File: src/rtl/mips_ctrl_pkg.sv
// Shared encodings for the multicycle MIPS control path: FSM states, opcodes,
// and datapath select codes.
package mips_ctrl_pkg;

    typedef enum logic [3:0] {
        S_IDLE      = 4'd0,
        S_FETCH     = 4'd1,
        S_DECODE    = 4'd2,
        S_MEM_ADDR  = 4'd3,
        S_MEM_READ  = 4'd4,
        S_MEM_WB    = 4'd5,
        S_MEM_WRITE = 4'd6,
        S_EXECUTE   = 4'd7,
        S_ALU_WB    = 4'd8,
        S_BRANCH    = 4'd9,
        S_JUMP      = 4'd10,
        S_ADDI_EX   = 4'd11,
        S_ADDI_WB   = 4'd12,
        S_TRAP      = 4'd13
    } state_e;

    localparam logic [5:0] OP_RTYPE = 6'b000000;
    localparam logic [5:0] OP_LW    = 6'b100011;
    localparam logic [5:0] OP_SW    = 6'b101011;
    localparam logic [5:0] OP_BEQ   = 6'b000100;
    localparam logic [5:0] OP_J     = 6'b000010;
    localparam logic [5:0] OP_ADDI  = 6'b001000;

    localparam logic [1:0] ALUOP_ADD   = 2'b00;
    localparam logic [1:0] ALUOP_SUB   = 2'b01;
    localparam logic [1:0] ALUOP_FUNCT = 2'b10;

    localparam logic [1:0] SRCB_RT      = 2'b00;
    localparam logic [1:0] SRCB_FOUR    = 2'b01;
    localparam logic [1:0] SRCB_SIGNEXT = 2'b10;
    localparam logic [1:0] SRCB_SHIFT   = 2'b11;

    localparam logic [1:0] PCSRC_ALU    = 2'b00;
    localparam logic [1:0] PCSRC_ALUOUT = 2'b01;
    localparam logic [1:0] PCSRC_JUMP   = 2'b10;

    // States that stall on the memory handshake and are guarded by the timer.
    function automatic logic is_wait_state(input state_e s);
        return (s == S_FETCH) || (s == S_MEM_READ) || (s == S_MEM_WRITE);
    endfunction

endpackage

File: src/rtl/mem_wait_timer.sv
// Counts stalled memory cycles; timeout_o rises once MEM_TIMEOUT stalls have elapsed.
module mem_wait_timer #(
    parameter int MEM_TIMEOUT = 16
) (
    input  logic clk,
    input  logic rst_n,
    input  logic clr_i,
    input  logic inc_i,
    output logic timeout_o
);
    localparam int CW = $clog2(MEM_TIMEOUT + 1);

    logic [CW-1:0] cnt_q;
    logic [CW-1:0] cnt_d;

    assign timeout_o = (cnt_q == CW'(MEM_TIMEOUT));

    // Next count: clear has priority, and the count saturates at the timeout value.
    always_comb begin
        cnt_d = cnt_q;
        if (clr_i) begin
            cnt_d = '0;
        end else if (inc_i && !timeout_o) begin
            cnt_d = cnt_q + CW'(1);
        end else begin
            cnt_d = cnt_q;
        end
    end

    // Counter register with synchronous active-low reset.
    always_ff @(posedge clk) begin
        if (!rst_n) begin
            cnt_q <= '0;
        end else begin
            cnt_q <= cnt_d;
        end
    end

endmodule

File: src/rtl/multicycle_control.sv
// Control FSM for a multicycle MIPS datapath: sequences fetch/decode/execute one state
// per cycle, drives every select and enable, and traps on illegal opcodes or memory timeouts.
module multicycle_control
    import mips_ctrl_pkg::*;
#(
    parameter int MEM_TIMEOUT = 16,
    parameter int COUNT_W     = 32
) (
    input  logic               clk,
    input  logic               rst_n,
    input  logic               run,
    input  logic [5:0]         opcode,
    input  logic               mem_ready,
    output logic               PCWrite,
    output logic               PCWriteCond,
    output logic               IorD,
    output logic               MemRead,
    output logic               MemWrite,
    output logic               IRWrite,
    output logic               MemToReg,
    output logic               RegDst,
    output logic               RegWrite,
    output logic               ALUSrcA,
    output logic [1:0]         ALUSrcB,
    output logic [1:0]         ALUOp,
    output logic [1:0]         PCSource,
    output logic               instr_done,
    output logic               illegal,
    output logic               mem_err,
    output logic [COUNT_W-1:0] instr_count,
    output logic [3:0]         state
);
    state_e             state_q, state_d;
    logic               illegal_q, illegal_d;
    logic [COUNT_W-1:0] count_q, count_d;
    logic               in_wait_s, expired_s, stall_s, timeout_s;

    // A mem_ready arriving in the expiry cycle still completes the access normally.
    assign in_wait_s = is_wait_state(state_q);
    assign stall_s   = in_wait_s & ~mem_ready & ~expired_s;
    assign timeout_s = in_wait_s & ~mem_ready & expired_s;

    mem_wait_timer #(
        .MEM_TIMEOUT(MEM_TIMEOUT)
    ) u_wait_timer (
        .clk      (clk),
        .rst_n    (rst_n),
        .clr_i    (~stall_s),
        .inc_i    (stall_s),
        .timeout_o(expired_s)
    );

    // Next-state, trap-cause and retire-count logic.
    always_comb begin
        state_d   = state_q;
        illegal_d = 1'b0;
        case (state_q)
            S_IDLE: begin
                if (run) state_d = S_FETCH;
                else     state_d = S_IDLE;
            end
            S_FETCH: begin
                if (mem_ready)      state_d = S_DECODE;
                else if (expired_s) state_d = S_TRAP;
                else                state_d = S_FETCH;
            end
            S_DECODE: begin
                case (opcode)
                    OP_LW, OP_SW: state_d = S_MEM_ADDR;
                    OP_RTYPE:     state_d = S_EXECUTE;
                    OP_BEQ:       state_d = S_BRANCH;
                    OP_J:         state_d = S_JUMP;
                    OP_ADDI:      state_d = S_ADDI_EX;
                    default: begin
                        state_d   = S_TRAP;
                        illegal_d = 1'b1;
                    end
                endcase
            end
            S_MEM_ADDR: begin
                if (opcode == OP_SW) state_d = S_MEM_WRITE;
                else                 state_d = S_MEM_READ;
            end
            S_MEM_READ: begin
                if (mem_ready)      state_d = S_MEM_WB;
                else if (expired_s) state_d = S_TRAP;
                else                state_d = S_MEM_READ;
            end
            S_MEM_WRITE: begin
                if (mem_ready)      state_d = run ? S_FETCH : S_IDLE;
                else if (expired_s) state_d = S_TRAP;
                else                state_d = S_MEM_WRITE;
            end
            S_MEM_WB, S_ALU_WB, S_BRANCH, S_JUMP, S_ADDI_WB: begin
                state_d = run ? S_FETCH : S_IDLE;
            end
            S_EXECUTE: state_d = S_ALU_WB;
            S_ADDI_EX: state_d = S_ADDI_WB;
            S_TRAP:    state_d = S_IDLE;
            default:   state_d = S_IDLE;
        endcase

        if (instr_done) count_d = count_q + COUNT_W'(1);
        else            count_d = count_q;
    end

    // Moore decode of the current state, with handshake-qualified strobes.
    always_comb begin
        PCWrite     = 1'b0;
        PCWriteCond = 1'b0;
        IorD        = 1'b0;
        MemRead     = 1'b0;
        MemWrite    = 1'b0;
        IRWrite     = 1'b0;
        MemToReg    = 1'b0;
        RegDst      = 1'b0;
        RegWrite    = 1'b0;
        ALUSrcA     = 1'b0;
        ALUSrcB     = SRCB_RT;
        ALUOp       = ALUOP_ADD;
        PCSource    = PCSRC_ALU;
        instr_done  = 1'b0;
        illegal     = 1'b0;
        mem_err     = timeout_s;
        case (state_q)
            S_FETCH: begin
                MemRead = 1'b1;
                ALUSrcB = SRCB_FOUR;
                IRWrite = mem_ready;
                PCWrite = mem_ready;
            end
            S_DECODE:   ALUSrcB = SRCB_SHIFT;
            S_MEM_ADDR: begin
                ALUSrcA = 1'b1;
                ALUSrcB = SRCB_SIGNEXT;
            end
            S_MEM_READ: begin
                MemRead = 1'b1;
                IorD    = 1'b1;
            end
            S_MEM_WB: begin
                RegWrite   = 1'b1;
                MemToReg   = 1'b1;
                instr_done = 1'b1;
            end
            S_MEM_WRITE: begin
                MemWrite   = ~timeout_s;
                IorD       = 1'b1;
                instr_done = mem_ready;
            end
            S_EXECUTE: begin
                ALUSrcA = 1'b1;
                ALUOp   = ALUOP_FUNCT;
            end
            S_ALU_WB: begin
                RegWrite   = 1'b1;
                RegDst     = 1'b1;
                instr_done = 1'b1;
            end
            S_BRANCH: begin
                ALUSrcA     = 1'b1;
                ALUOp       = ALUOP_SUB;
                PCWriteCond = 1'b1;
                PCSource    = PCSRC_ALUOUT;
                instr_done  = 1'b1;
            end
            S_JUMP: begin
                PCWrite    = 1'b1;
                PCSource   = PCSRC_JUMP;
                instr_done = 1'b1;
            end
            S_ADDI_EX: begin
                ALUSrcA = 1'b1;
                ALUSrcB = SRCB_SIGNEXT;
            end
            S_ADDI_WB: begin
                RegWrite   = 1'b1;
                instr_done = 1'b1;
            end
            S_TRAP:  illegal = illegal_q;
            default: mem_err = 1'b0;
        endcase
    end

    // State, trap cause and retired-instruction counter.
    always_ff @(posedge clk) begin
        if (!rst_n) begin
            state_q   <= S_IDLE;
            illegal_q <= 1'b0;
            count_q   <= '0;
        end else begin
            state_q   <= state_d;
            illegal_q <= illegal_d;
            count_q   <= count_d;
        end
    end

    assign instr_count = count_q;
    assign state       = state_q;

endmodule

File: config.mk
export PLATFORM = sky130hd
export DESIGN_NAME = multicycle_control
export DESIGN_NICKNAME = d
export VERILOG_FILES = /design/src/rtl/mips_ctrl_pkg.sv /design/src/rtl/mem_wait_timer.sv /design/src/rtl/multicycle_control.sv
export SDC_FILE = /design/constraint.sdc
export NUM_CORES = 1
export LEC_CHECK = 0
export CAP_MARGIN = 10
export CORE_ASPECT_RATIO = 0.5
export CORE_MARGIN = 2
export CORE_UTILIZATION = 46
export DETAILED_ROUTE_END_ITERATION = 6
export PLACE_DENSITY = 0.86
export SETUP_SLACK_MARGIN = 0.3
export SLEW_MARGIN = 10
export SYNTH_ARGS = -nofsm -noshare
export SYNTH_HDL_FRONTEND = slang
export SYNTH_HIERARCHICAL = 1
export SYNTH_SLANG_ARGS = --single-unit
File: constraint.sdc
create_clock -name clk -period 2 [get_ports clk]
set_clock_uncertainty 0.2 [all_clocks]
set_input_delay 0.4 -clock clk [delete_from_list [all_inputs] [get_ports clk]]
set_output_delay 0.4 -clock clk [all_outputs]
set_load 0.03 [all_outputs]
**Word level (Yosys, flattened, before mapping)**

Cells that the tools add are included.

- Flip-flop bits (word level): 42
- Bits of input ports: 10
- Output and inout port bits: 55
- Word-level logic and storage cells: 76

- Add/subtract/negate cells: 2
- Equality and inequality tests: 19
- Muxes and demuxes: 27
- Bitwise gates (word level): 6
- Reductions and logical operators: 18

Operators with widths:

| operator | count |
|---|---|
| adder 32 x 1 -> 32 bit (second input constant) | 1 |
| case mux 4 bit (8 select lines) | 1 |
| == test 4 bit (second input constant) | 6 |
| two-way mux 4 bit | 6 |
| case mux 4 bit (5 select lines) | 1 |
| == test 4 x 3 -> 1 bit (second input constant) | 4 |
| two-way mux 1 bit | 13 |
| OR reduction 13 bit | 1 |
| == test 6 bit (second input constant) | 2 |
| OR reduction 6 bit | 2 |
| == test 4 x 2 -> 1 bit (second input constant) | 2 |
| case mux 2 bit (2 select lines) | 2 |
| OR reduction 2 bit | 4 |
| == test 6 x 2 -> 1 bit (second input constant) | 1 |
| == test 6 x 3 -> 1 bit (second input constant) | 1 |
| == test 6 x 4 -> 1 bit (second input constant) | 1 |
| zero test 6 bit | 1 |
| case mux 2 bit (3 select lines) | 1 |
| adder 5 x 1 -> 5 bit (second input constant) | 1 |
| == test 5 bit (second input constant) | 1 |
| OR reduction 5 bit | 1 |
| == test 4 x 1 -> 1 bit (second input constant) | 1 |
| zero test 4 bit | 1 |
| case mux 1 bit (2 select lines) | 2 |
| other kinds (9) | 15 |

**Depth between registers and ports, before layout**

Gate-level depths: netlist (run 1).

- Depth in word-level cells: 7
- Mapped depth: 9
- Depth with buffers taken out: 9

**Cells and area by module**

The synthesis (run 1) kept the hierarchy.

Modules (own cells, without submodules):

| module | instances | cells an instance | area an instance (um^2) | sequential area each (um^2) |
|---|---|---|---|---|
| multicycle_control | 1 | 318 | 2592.5 | 740.7 |
| mem_wait_timer | 1 | 29 | 275.3 | 100.1 |

**Least setup slack after synthesis (run 1)**

Ideal clock, no wire load.

- Path type: reg2out
- Start: register state_q[0] (netlist: state[0])
- End: output port PCWrite
- Arrival time: 2.015 ns
- Required time: 1.400 ns
- Slack: -0.615 ns
- Cell stages (with the launch flop): 5
- Path buffers: 1
- Path through: dfxtp_1 clkbuf_1 nand3b_1 nor3_1 or2_2

- Longest elaborated chain between the ends: 2
- Elaborated cells between the ends (all ways): 3
- Those cells by class: eq/ne: 2; mux: 1

RTL lines:

| item | line | RTL |
|---|---|---|
| start, declared | multicycle_control.sv:33 | `state_e state_q, state_d;` |
| start signal, assigned | multicycle_control.sv:192 | `state_q <= state_d;` |
| == test 4 bit / == test 4 x 1 -> 1 bit (equally long branches) | multicycle_control.sv:125 | `case (state_q)` |
| case mux 1 bit (2 select lines) * | multicycle_control.sv:125 |  |
| end, declared | multicycle_control.sv:14 | `output logic PCWrite,` |

Mark *: on every way between the ends. The rest lies on a longest branch, timed or not.

**Final worst setup path (run 1)**

- Start: register u_wait_timer.cnt_q[0]
- End: register state_q[1] (netlist: state[1])

- Longest elaborated chain between the ends: 4

RTL lines:

| item | line | RTL |
|---|---|---|
| start, declared | mem_wait_timer.sv:13 | `logic [CW-1:0] cnt_q;` |
| start signal, assigned | mem_wait_timer.sv:35 | `cnt_q <= cnt_d;` |
| == test 5 bit | mem_wait_timer.sv:16 | `assign timeout_o = (cnt_q == CW'(MEM_TIMEOUT));` |
| net expired_s | multicycle_control.sv:36 | `logic in_wait_s, expired_s, stall_s, timeout_s;` |
| two-way mux 4 bit | multicycle_control.sv:91 | `else if (expired_s) state_d = S_TRAP;` |
| two-way mux 4 bit | multicycle_control.sv:90 | `if (mem_ready) state_d = run ? S_FETCH : S_IDLE;` |
| case mux 4 bit (8 select lines) | multicycle_control.sv:57 | `case (state_q)` |

The timed path passes the listed nets, and every way through them passes these cells.
A chain may end at the register's enable or synchronous reset.

==> results of run 1 <==
==> layout by cell type (no fill, tap or decap), types with 10 or more instances in the layout <==
cell,Yosys,final
sky130_fd_sc_hd__buf_4,4,39
sky130_fd_sc_hd__buf_6,1,44
sky130_fd_sc_hd__dfxtp_1,42,17
sky130_fd_sc_hd__dfxtp_2,0,15
sky130_fd_sc_hd__dfxtp_4,0,10
sky130_fd_sc_hd__dlygate4sd2_1,0,20
sky130_fd_sc_hd__mux2i_1,30,29
sky130_fd_sc_hd__nand2_1,50,45
sky130_fd_sc_hd__nand2b_1,34,27
sky130_fd_sc_hd__nand3_1,13,11
sky130_fd_sc_hd__nor2_4,0,10
==> worst max-delay path, stage by stage (launching register included) <==
cell and delay [ns]:
sky130_fd_sc_hd__dfxtp_2 0.34, sky130_fd_sc_hd__inv_2 0.05, sky130_fd_sc_hd__ha_4 0.16, sky130_fd_sc_hd__nand4bb_4 0.11, sky130_fd_sc_hd__inv_4 0.06, sky130_fd_sc_hd__buf_4 0.16
sky130_fd_sc_hd__or3b_4 0.39, sky130_fd_sc_hd__o22ai_2 0.12, sky130_fd_sc_hd__a41oi_1 0.09, sky130_fd_sc_hd__nor3_1 0.31
==> state kept, by name, summed over array words and instances, names as in the netlist <==
name / count
instr_count: 32
state: 4
illegal_q: 1
u_wait_timer/cnt_q: 5
==> layer usage <==
layer  up-vias  part of all wire  global-route usage
li1       1481                 -                   -
met1      1684              0.39               0.342
met2       203              0.50               0.576
met3        59             0.068              0.0558
met4         0             0.044               0.143
met5         -                 0                   0
==> synthesized netlist by cell type, types with 2 or more instances <==
master                      count
sky130_fd_sc_hd__nand2_1       50
sky130_fd_sc_hd__dfxtp_1       42
sky130_fd_sc_hd__nand2b_1      34
sky130_fd_sc_hd__mux2i_1       30
sky130_fd_sc_hd__nor2_1        17
sky130_fd_sc_hd__a21oi_1       13
sky130_fd_sc_hd__clkbuf_1      13
sky130_fd_sc_hd__nand3_1       13
sky130_fd_sc_hd__inv_1         11
sky130_fd_sc_hd__nor3_1         9
sky130_fd_sc_hd__a211oi_1       8
sky130_fd_sc_hd__o21ai_0        8
sky130_fd_sc_hd__a2111oi_2      7
sky130_fd_sc_hd__nand4_1        7
sky130_fd_sc_hd__a211oi_2       6
sky130_fd_sc_hd__buf_2          6
sky130_fd_sc_hd__nor2b_1        6
sky130_fd_sc_hd__and3_1         5
sky130_fd_sc_hd__and4_1         5
sky130_fd_sc_hd__a21boi_0       4
sky130_fd_sc_hd__buf_4          4
sky130_fd_sc_hd__ha_1           3
sky130_fd_sc_hd__xnor2_1        3
sky130_fd_sc_hd__xor2_1         3
sky130_fd_sc_hd__a21o_1         2
sky130_fd_sc_hd__a31oi_1        2
sky130_fd_sc_hd__and2_1         2
sky130_fd_sc_hd__nor4_1         2
sky130_fd_sc_hd__o211a_1        2
sky130_fd_sc_hd__o22ai_1        2
==> where the power goes <==
group | switching [uW] | leakage (uW) | total [uW] | internal [uW]
clock | 380 | 0.0000683 | 838 | 459
combinational | 290 | 0.00152 | 558 | 268
sequential | 15.6 | 0.000354 | 849 | 834
total | 685 | 0.00195 | 2250 | 1560
==> area by class of cell <==
type / instances / area share
clock inverter: 2 / 0.00170
timing repair buffer: 141 / 0.276
multi-input combinational: 269 / 0.491
sequential: 42 / 0.174
tap: 88 / 0.0214
inverter: 11 / 0.0102
clock buffer: 6 / 0.0250
==> repair_timing <==
item | in CTS | in global routing
hold endpoints to repair | 0 | 0
resized for setup | 167 | 73
pin swaps | 35 | 35
setup endpoints to repair | 96 | 79
cloned | 1 | 1
buffers inserted | 35 | 12
hold buffers | 0 | 0
==> kinds of logic after synthesis <==
logic type / synth area share
compound gates: 0.192
xor+xnor: 0.0183
fa+ha+maj: 0.0205
buf+inv: 0.0576
flops: 0.293
mux: 0.105
simple gates: 0.314
==> worst paths after layout <==
| check | from | slack [ns] | to |
|---|---|---|---|
| setup / recovery | u_wait_timer/cnt_q[0]$_SDFFE_PP0P_ | -0.11 | state[1]$_SDFF_PN0_ |
| hold / removal | instr_count[17]$_SDFFE_PN0P_ | 0.28 | instr_count[17]$_SDFFE_PN0P_ |
| setup reg to reg | u_wait_timer/cnt_q[0]$_SDFFE_PP0P_ | -0.11 | state[1]$_SDFF_PN0_ |
| hold reg to reg | instr_count[17]$_SDFFE_PN0P_ | 0.28 | instr_count[17]$_SDFFE_PN0P_ |
==> per-stage QoR <==
step / util / setup slack (ns) / setup TNS (ns) / power (uW)
after floorplan: - / 0.0576 / 0 / 1090
after global placement: 0.655 / -0.300 / -9.22 / 1200
after detailed placement: 0.655 / -0.388 / -11.34 / 1210
after CTS: 0.799 / -0.0126 / -0.0146 / 2090
after global routing: 0.850 / -0.149 / -1.37 / 2290
final: 0.850 / -0.112 / -0.451 / 2250
==> results_tabular.tex, run 1 <==
\begin{tabular}{lr}
\hline
Metric & Value \\
\hline
\multicolumn{2}{l}{\textbf{Outcome}} \\
\quad Outcome & finished with violations \\
\quad Violations in the final reports & setup timing \\
\multicolumn{2}{l}{\textbf{Worst setup path}} \\
\quad Depth of the worst register-to-register path & 9 \\
\quad Nature of the critical path endpoint & flip-flop \\
\quad Category of the critical setup timing path & flip-flop to flip-flop \\
\quad Maximum fanout along the worst path & 3 \\
\quad Critical Path Start Type & flip-flop \\
\quad Data required time of the critical path & 1.97 ns \\
\quad Data arrival time of the critical path & 2.08 ns \\
\multicolumn{2}{l}{\textbf{Cells and area}} \\
\quad Sequential cell area in the final layout & around 900 um2 \\
\quad Diode count & 0 \\
\quad Share of cells above drive strength 1 & 0.501 \\
\quad Layout overhead on the synthesized area & 79.6\% \\
\quad Cell area after layout & 0.00515 mm2 \\
\quad Non-filler cells, final & between 500 and 600 \\
\quad Area of combinational cells with multiple inputs & 0.00253 mm2 \\
\quad Filler cells & 285 \\
\quad Final net count & roughly 480 \\
\multicolumn{2}{l}{\textbf{Run}} \\
\quad Max-capacitance violation count & 0 \\
\multicolumn{2}{l}{\textbf{Die}} \\
\quad Total Die Area & 0.00692 mm2 \\
\quad Horizontal die dimension & 116 um \\
\quad Core footprint & 0.00606 mm2 \\
\quad Number of cell rows & 20 \\
\quad Die outline height & 59.8 um \\
\quad Effective utilization at floorplan & 0.474 \\
\quad Number of primary I/O pins & 65 \\
\multicolumn{2}{l}{\textbf{STA}} \\
\quad Max-slew violation count & 0 \\
\quad Transition time at the pin with the least slew margin & between 0.6 and 0.7 ns \\
\quad Min cycle time layout & 2.11 ns \\
\quad Max-Slew Margin vs Limit & 0.597 \\
\quad Minimum hold slack & 0.277 ns \\
\quad Final setup violation count & 15 \\
\quad Number of hold-slack violations in the final timing report & 0 \\
\quad Max Clock Freq & 473 MHz \\
\quad RSZ-0062 raised after global routing & yes \\
\quad Final Worst Setup Slack & -0.112 ns \\
\quad Final period util & 1.06 \\
\multicolumn{2}{l}{\textbf{Global routing}} \\
\quad Wire length of the first global-routing pass & 16500 um \\
\quad Final global-route overflow total & 0 \\
\quad Antenna violations before repair & 0 \\
\quad Largest net degree at the start of global routing & 31 \\
\quad Overall global routing resource usage & 0.305 \\
\quad Via count of the first global-routing pass & 3270 \\
\multicolumn{2}{l}{\textbf{Drt}} \\
\quad Remaining antenna violation count & 0 \\
\quad DRC violation total after the first TritonRoute iteration & approximately 300 \\
\quad Avg WL per Cell & 21.2 um \\
\quad Via Count & 3427 \\
\quad Remaining routing DRC violations & 0 \\
\quad Via density & roughly 6.1 \\
\quad Aggregate routed wire length & 11900 um \\
\quad Router iterations before antenna repair & 6 \\
\multicolumn{2}{l}{\textbf{Logic synthesis}} \\
\quad Dominant cell type by area after synthesis & sky130\_fd\_sc\_hd\_\_dfxtp\_1 \\
\quad Post-synthesis instance total & 347 \\
\quad Yosys top cell area share & 0.293 \\
\quad Nets in the synthesized netlist & 360 \\
\quad Synth Register Bits & 42 \\
\quad Count of synthesis-stage warnings from yosys & 6 \\
\quad Number of enable flip-flop cells after synthesis & 0 \\
\quad Share of synthesized registers carrying an async set or reset & 0 \\
\quad Leading cell types by total area after synthesis & sky130\_fd\_sc\_hd\_\_dfxtp\_1 29\%, sky130\_fd\_sc\_hd\_\_mux2i\_1 10\%, sky130\_fd\_sc\_hd\_\_nand2b\_1 7.4\% \\
\quad Part of the Yosys area used for sequential elements & 0.293 \\
\quad Mean post-synth cell area & 8.26 um2 \\
\quad Flip-flop cell with the highest count after synthesis & sky130\_fd\_sc\_hd\_\_dfxtp\_1 \\
\quad Post-synth design cell area & around 0.0029 mm2 \\
\quad Count of unique library cells instantiated by Yosys & 58 \\
\multicolumn{2}{l}{\textbf{Clock tree}} \\
\quad Clock slew at the register clock pins of the worst setup and hold paths & 0.07 ns \\
\quad Clk sink count & 42 \\
\quad Cell at the root of the clock tree & sky130\_fd\_sc\_hd\_\_clkbuf\_16 \\
\quad CTS H-tree lvls & 2 \\
\quad Number of buffers created by CTS & 5 \\
\quad Clock tree buffer depth & 2 \\
\quad Clock latency at the later pin of the worst-skew pair & 0.30 ns \\
\quad CTS tree & done \\
\multicolumn{2}{l}{\textbf{Placed design}} \\
\quad Port Buffers & 64 \\
\quad Placed cell areas & 0.00396 mm2 \\
\quad DP HPWL & 5510 um \\
\quad Cell count after placement & 502 \\
\quad Final weighted congestion in routability-driven placement & 0.867 \\
\multicolumn{2}{l}{\textbf{Pwr}} \\
\quad IR drop worst, VDD & 0.000287 V \\
\quad Power per Cell Area & 436 mW/mm2 \\
\quad Lkg Pwr & just under 0.002 uW \\
\multicolumn{2}{l}{\textbf{Worst hold path}} \\
\quad Hold WC Path Type & flip-flop to flip-flop \\
\quad Worst hold path stage count & 2 \\
\hline
\end{tabular}
Power figures use the tool's default switching activity.
==> run 2: changes to the inputs <==
- ABC_AREA: unset -> 1
- CORE_UTILIZATION: 46 -> 45
- PLACE_DENSITY: 0.86 -> 0.85
==> results_tabular.tex, run 2 <==
\begin{tabular}{lr}
\hline
Metric & Value \\
\hline
\multicolumn{2}{l}{\textbf{Drt}} \\
\quad Via Count & 4586 (was 3427) \\
\quad Remaining antenna violation count & 0 (unchanged) \\
\quad Router iterations before antenna repair & 7 (was 6) \\
\quad Remaining routing DRC violations & 49 (was 0) \\
\quad DRC violation total after the first TritonRoute iteration & 764 (was 298) \\
\quad Via density & 6.61 (was 6.13) \\
\quad Avg WL per Cell & 24.5 um (was 21.2 um) \\
\quad Aggregate routed wire length & 17000 um (was 11900 um) \\
\multicolumn{2}{l}{\textbf{Worst setup path}} \\
\quad Crit-path most repeated cell & sky130\_fd\_sc\_hd\_\_inv\_2 \\
\quad Nature of the critical path endpoint & flip-flop (unchanged) \\
\quad Cell with the largest stage delay on the worst path & sky130\_fd\_sc\_hd\_\_dfxtp\_4 (was sky130\_fd\_sc\_hd\_\_or3b\_4) \\
\quad Longest individual stage delay on the worst path & 0.36 ns (was 0.39 ns) \\
\quad Maximum fanout along the worst path & 5 (was 3) \\
\quad Data required time of the critical path & 1.99 ns (was 1.97 ns) \\
\quad Category of the critical setup timing path & flip-flop to flip-flop (unchanged) \\
\quad Data arrival time of the critical path & 2.25 ns (was 2.08 ns) \\
\quad Depth of the worst register-to-register path & 16 (was 9) \\
\quad Critical Path Start Type & flip-flop (unchanged) \\
\quad Cell-by-cell listing of the critical path & inv\_2 > ha\_4 > nand2\_2 > inv\_2 > nand2\_2 > inv\_2 > buf\_4 > buf\_6 > nor2\_4 > inv\_2 > nor2\_4 > nand3\_2 > nor2\_2 > nand2\_1 > nand2\_1 > nor2\_1 (was inv\_2 > ha\_4 > nand4bb\_4 > inv\_4 > buf\_4 > or3b\_4 > o22ai\_2 > a41oi\_1 > nor3\_1) \\
\multicolumn{2}{l}{\textbf{STA}} \\
\quad Final setup violation count & 50 (was 15) \\
\quad Minimum hold slack & 0.280 ns (was 0.277 ns) \\
\quad RSZ-0062 raised after global routing & yes (unchanged) \\
\quad Max-slew violation count & 0 (unchanged) \\
\quad Number of hold-slack violations in the final timing report & 0 (unchanged) \\
\quad Max Clock Freq & 444 MHz (was 473 MHz) \\
\quad Min cycle time layout & 2.25 ns (was 2.11 ns) \\
\quad Transition time at the pin with the least slew margin & 0.458 ns (was 0.602 ns) \\
\quad Final period util & 1.13 (was 1.06) \\
\quad Max-Slew Margin vs Limit & 0.692 (was 0.597) \\
\quad Final Worst Setup Slack & -0.254 ns (was -0.112 ns) \\
\multicolumn{2}{l}{\textbf{Clock tree}} \\
\quad Clock slew at the register clock pins of the worst setup and hold paths & 0.07 ns (about the same) \\
\quad Clock latency at the later pin of the worst-skew pair & 0.30 ns (about the same) \\
\quad Cell at the root of the clock tree & sky130\_fd\_sc\_hd\_\_clkbuf\_16 (unchanged) \\
\quad Post-CTS Hold Buffers & 0 (unchanged) \\
\quad CTS H-tree lvls & 2 (unchanged) \\
\quad Number of buffers created by CTS & 5 (unchanged) \\
\quad Clock tree buffer depth & 2 (unchanged) \\
\quad Clk sink count & 42 (unchanged) \\
\quad CTS tree & done (unchanged) \\
\multicolumn{2}{l}{\textbf{Die}} \\
\quad Number of primary I/O pins & 65 (unchanged) \\
\quad Number of cell rows & 20 (unchanged) \\
\quad Total Die Area & 0.00681 mm2 (was 0.00692 mm2) \\
\quad Core footprint & 0.00601 mm2 (was 0.00606 mm2) \\
\quad Horizontal die dimension & 115 um (was 116 um) \\
\quad Die outline height & 59.4 um (was 59.8 um) \\
\quad Effective utilization at floorplan & 0.459 (was 0.474) \\
\multicolumn{2}{l}{\textbf{Pwr}} \\
\quad Power per Cell Area & 469 mW/mm2 (was 436 mW/mm2) \\
\quad Proportion of power drawn by flip-flops and latches & 0.341 (was 0.378) \\
\quad Combinational power share & 0.267 (was 0.249) \\
\quad Lkg Pwr & 0.00228 uW (was 0.00195 uW) \\
\quad Switching power & 786 uW (was 685 uW) \\
\quad Share of power burned in the clock network & 0.392 (was 0.373) \\
\quad Net switching share of the total power & 0.310 (was 0.305) \\
\quad IR drop worst, VDD & 0.000343 V (was 0.000287 V) \\
\quad Internal power component & 1750 uW (was 1560 uW) \\
\multicolumn{2}{l}{\textbf{Global routing}} \\
\quad Final global-route overflow total & 0 (unchanged) \\
\quad Via count of the first global-routing pass & 3762 (was 3270) \\
\quad Overall global routing resource usage & 0.358 (was 0.305) \\
\quad Antenna violations before repair & 0 (unchanged) \\
\quad Largest net degree at the start of global routing & 15 (was 31) \\
\quad Wire length of the first global-routing pass & 18700 um (was 16500 um) \\
\multicolumn{2}{l}{\textbf{Logic synthesis}} \\
\quad Flip-flop cell with the highest count after synthesis & sky130\_fd\_sc\_hd\_\_dfxtp\_1 (unchanged) \\
\quad Dominant cell type by area after synthesis & sky130\_fd\_sc\_hd\_\_dfxtp\_1 (unchanged) \\
\quad Share of synthesized registers carrying an async set or reset & 0 (unchanged) \\
\quad Synth Register Bits & 42 (unchanged) \\
\quad Count of unique library cells instantiated by Yosys & 34 (was 58) \\
\quad Post-synth design cell area & 0.00276 mm2 (was 0.00287 mm2) \\
\quad Nets in the synthesized netlist & 470 (was 360) \\
\quad Part of the Yosys area used for sequential elements & 0.305 (was 0.293) \\
\quad Yosys top cell area share & 0.305 (was 0.293) \\
\quad Post-synthesis instance total & 457 (was 347) \\
\quad Mean post-synth cell area & 6.03 um2 (was 8.26 um2) \\
\quad Count of synthesis-stage warnings from yosys & 6 (unchanged) \\
\quad Most instantiated library cell after synthesis & sky130\_fd\_sc\_hd\_\_nand2\_1 (unchanged) \\
\quad Number of enable flip-flop cells after synthesis & 0 (unchanged) \\
\quad Leading cell types by count after synthesis & 127 x sky130\_fd\_sc\_hd\_\_nand2\_1, 97 x sky130\_fd\_sc\_hd\_\_nor2\_1, 51 x sky130\_fd\_sc\_hd\_\_inv\_1, 42 x sky130\_fd\_sc\_hd\_\_dfxtp\_1, 38 x sky130\_fd\_sc\_hd\_\_nand3\_1 (was 50 x sky130\_fd\_sc\_hd\_\_nand2\_1, 42 x sky130\_fd\_sc\_hd\_\_dfxtp\_1, 34 x sky130\_fd\_sc\_hd\_\_nand2b\_1, 30 x sky130\_fd\_sc\_hd\_\_mux2i\_1, 17 x sky130\_fd\_sc\_hd\_\_nor2\_1) \\
\quad Leading cell types by total area after synthesis & sky130\_fd\_sc\_hd\_\_dfxtp\_1 30\%, sky130\_fd\_sc\_hd\_\_nand2\_1 17\%, sky130\_fd\_sc\_hd\_\_nor2\_1 13\% (was sky130\_fd\_sc\_hd\_\_dfxtp\_1 29\%, sky130\_fd\_sc\_hd\_\_mux2i\_1 10\%, sky130\_fd\_sc\_hd\_\_nand2b\_1 7.4\%) \\
\multicolumn{2}{l}{\textbf{Cells and area}} \\
\quad Sequential cell area in the final layout & 886 um2 (was 897 um2) \\
\quad Filler cells & 193 (was 285) \\
\quad Area of combinational cells with multiple inputs & 0.00236 mm2 (was 0.00253 mm2) \\
\quad Non-filler cells, final & 694 (was 559) \\
\quad Commonest non-fill, non-tap cells in the layout & 92 x sky130\_fd\_sc\_hd\_\_nand2\_1, 60 x sky130\_fd\_sc\_hd\_\_nor2\_1, 58 x sky130\_fd\_sc\_hd\_\_buf\_4 (was 45 x sky130\_fd\_sc\_hd\_\_nand2\_1, 44 x sky130\_fd\_sc\_hd\_\_buf\_6, 39 x sky130\_fd\_sc\_hd\_\_buf\_4) \\
\quad Most frequent standard cell in the layout excluding fill and tap cells & sky130\_fd\_sc\_hd\_\_nand2\_1 (unchanged) \\
\quad Cell area after layout & 0.00541 mm2 (was 0.00515 mm2) \\
\quad Diode count & 0 (unchanged) \\
\quad Util after Layout & 0.900 (was 0.850) \\
\quad Share of cells above drive strength 1 & 0.541 (was 0.501) \\
\quad Layout overhead on the synthesized area & 96.1\% (was 79.6\%) \\
\quad Final net count & 629 (was 483) \\
\quad Flip-flop count of the largest register after layout & 32 (unchanged) \\
\multicolumn{2}{l}{\textbf{Outcome}} \\
\quad Violations in the final reports & DRC, setup timing (was setup timing) \\
\quad Outcome & finished with violations (unchanged) \\
\multicolumn{2}{l}{\textbf{Worst hold path}} \\
\quad Hold WC Path Type & flip-flop to flip-flop (unchanged) \\
\quad Worst hold path stage count & 1 (was 2) \\
\multicolumn{2}{l}{\textbf{Placed design}} \\
\quad Port Buffers & 64 (unchanged) \\
\quad DP HPWL & 5670 um (was 5510 um) \\
\quad Final weighted congestion in routability-driven placement & 0.909 (was 0.867) \\
\quad Placed cell areas & 0.00368 mm2 (was 0.00396 mm2) \\
\quad Cell count after placement & 607 (was 502) \\
\multicolumn{2}{l}{\textbf{Run}} \\
\quad Max-capacitance violation count & 0 (unchanged) \\
\hline
\end{tabular}
==> run 2: worst paths after layout <==
check                                     start                                 end  slack (ns)
min reg2reg         instr_count[0]$_SDFFE_PN0P_         instr_count[0]$_SDFFE_PN0P_        0.28
max          u_wait_timer/cnt_q[0]$_SDFFE_PP0P_  u_wait_timer/cnt_q[4]$_SDFFE_PP0P_       -0.25
min                 instr_count[0]$_SDFFE_PN0P_         instr_count[0]$_SDFFE_PN0P_        0.28
max reg2reg  u_wait_timer/cnt_q[0]$_SDFFE_PP0P_  u_wait_timer/cnt_q[4]$_SDFFE_PP0P_       -0.25
==> run 2: cell families after synthesis <==
kind of cell	count (synthesis)	synth area share
AOI/OAI and AO/OA	43	0.0839
DFF	42	0.305
adders and majority gates	3	0.0136
and+or+nand+nor	300	0.484
buffers and inverters	65	0.101
xor gates and xnor gates	4	0.0127
==> run 2: area by class of cell <==
cell class	instances	area share
inverter	55	0.0414
clock inverter	3	0.00787
sequential	42	0.164
multi-input combinational	350	0.436
clock buffer	5	0.0231
tap	77	0.0178
timing repair buffer	162	0.310
==> run 2: metal layers <==
metal | vias up | wire length [um] | GRT usage
li1 | 1763 | - | -
met1 | 2033 | 5650 | 0.429
met2 | 591 | 7190 | 0.615
met3 | 199 | 2590 | 0.0838
met4 | 0 | 1550 | 0.186
met5 | - | 0 | 0
==> run 2: power by group through the flow <==
stage	sequential [uW]	clock [uW]	combinational [uW]
detailed placement	882	0	308
CTS	863	959	518
floorplan	892	0	181
global route	865	1010	690
global placement	881	0	306
finish	865	994	679
==> run 2: worst max-delay path: cells and delay by family (launching register included) <==
family	cells	cell delay, ns
adder cells (fa/ha/maj)	1	0.15
flip-flops	1	0.36
buffers and inverters	6	0.45
AND/OR/NAND/NOR	9	0.97
==> run 2: repair_timing <==
item | 4_1_cts | 5_1_grt
resized for setup | 245 | 108
gates cloned | 6 | 0
endpoints found under the setup margin | 92 | 87
setup buffers | 45 | 28
pin swaps | 46 | 61
==> run 2: metrics by stage <==
stage | power (uW) | setup slack [ns] | TNS, ns
6_report | 2540 | -0.254 | -5.92
2_1_floorplan | 1070 | 0.232 | 0
4_1_cts | 2340 | -0.0514 | -0.0677
5_1_grt | 2570 | -0.316 | -7.78
3_3_place_gp | 1190 | 0.00685 | 0
3_5_place_dp | 1190 | -0.0656 | -0.158
==> run 3: changes to the inputs <==
- CTS_CLUSTER_DIAMETER: unset -> 40
==> results of run 3 <==
Same layout as run 2: the final DEF is identical, and so are final timing and power.
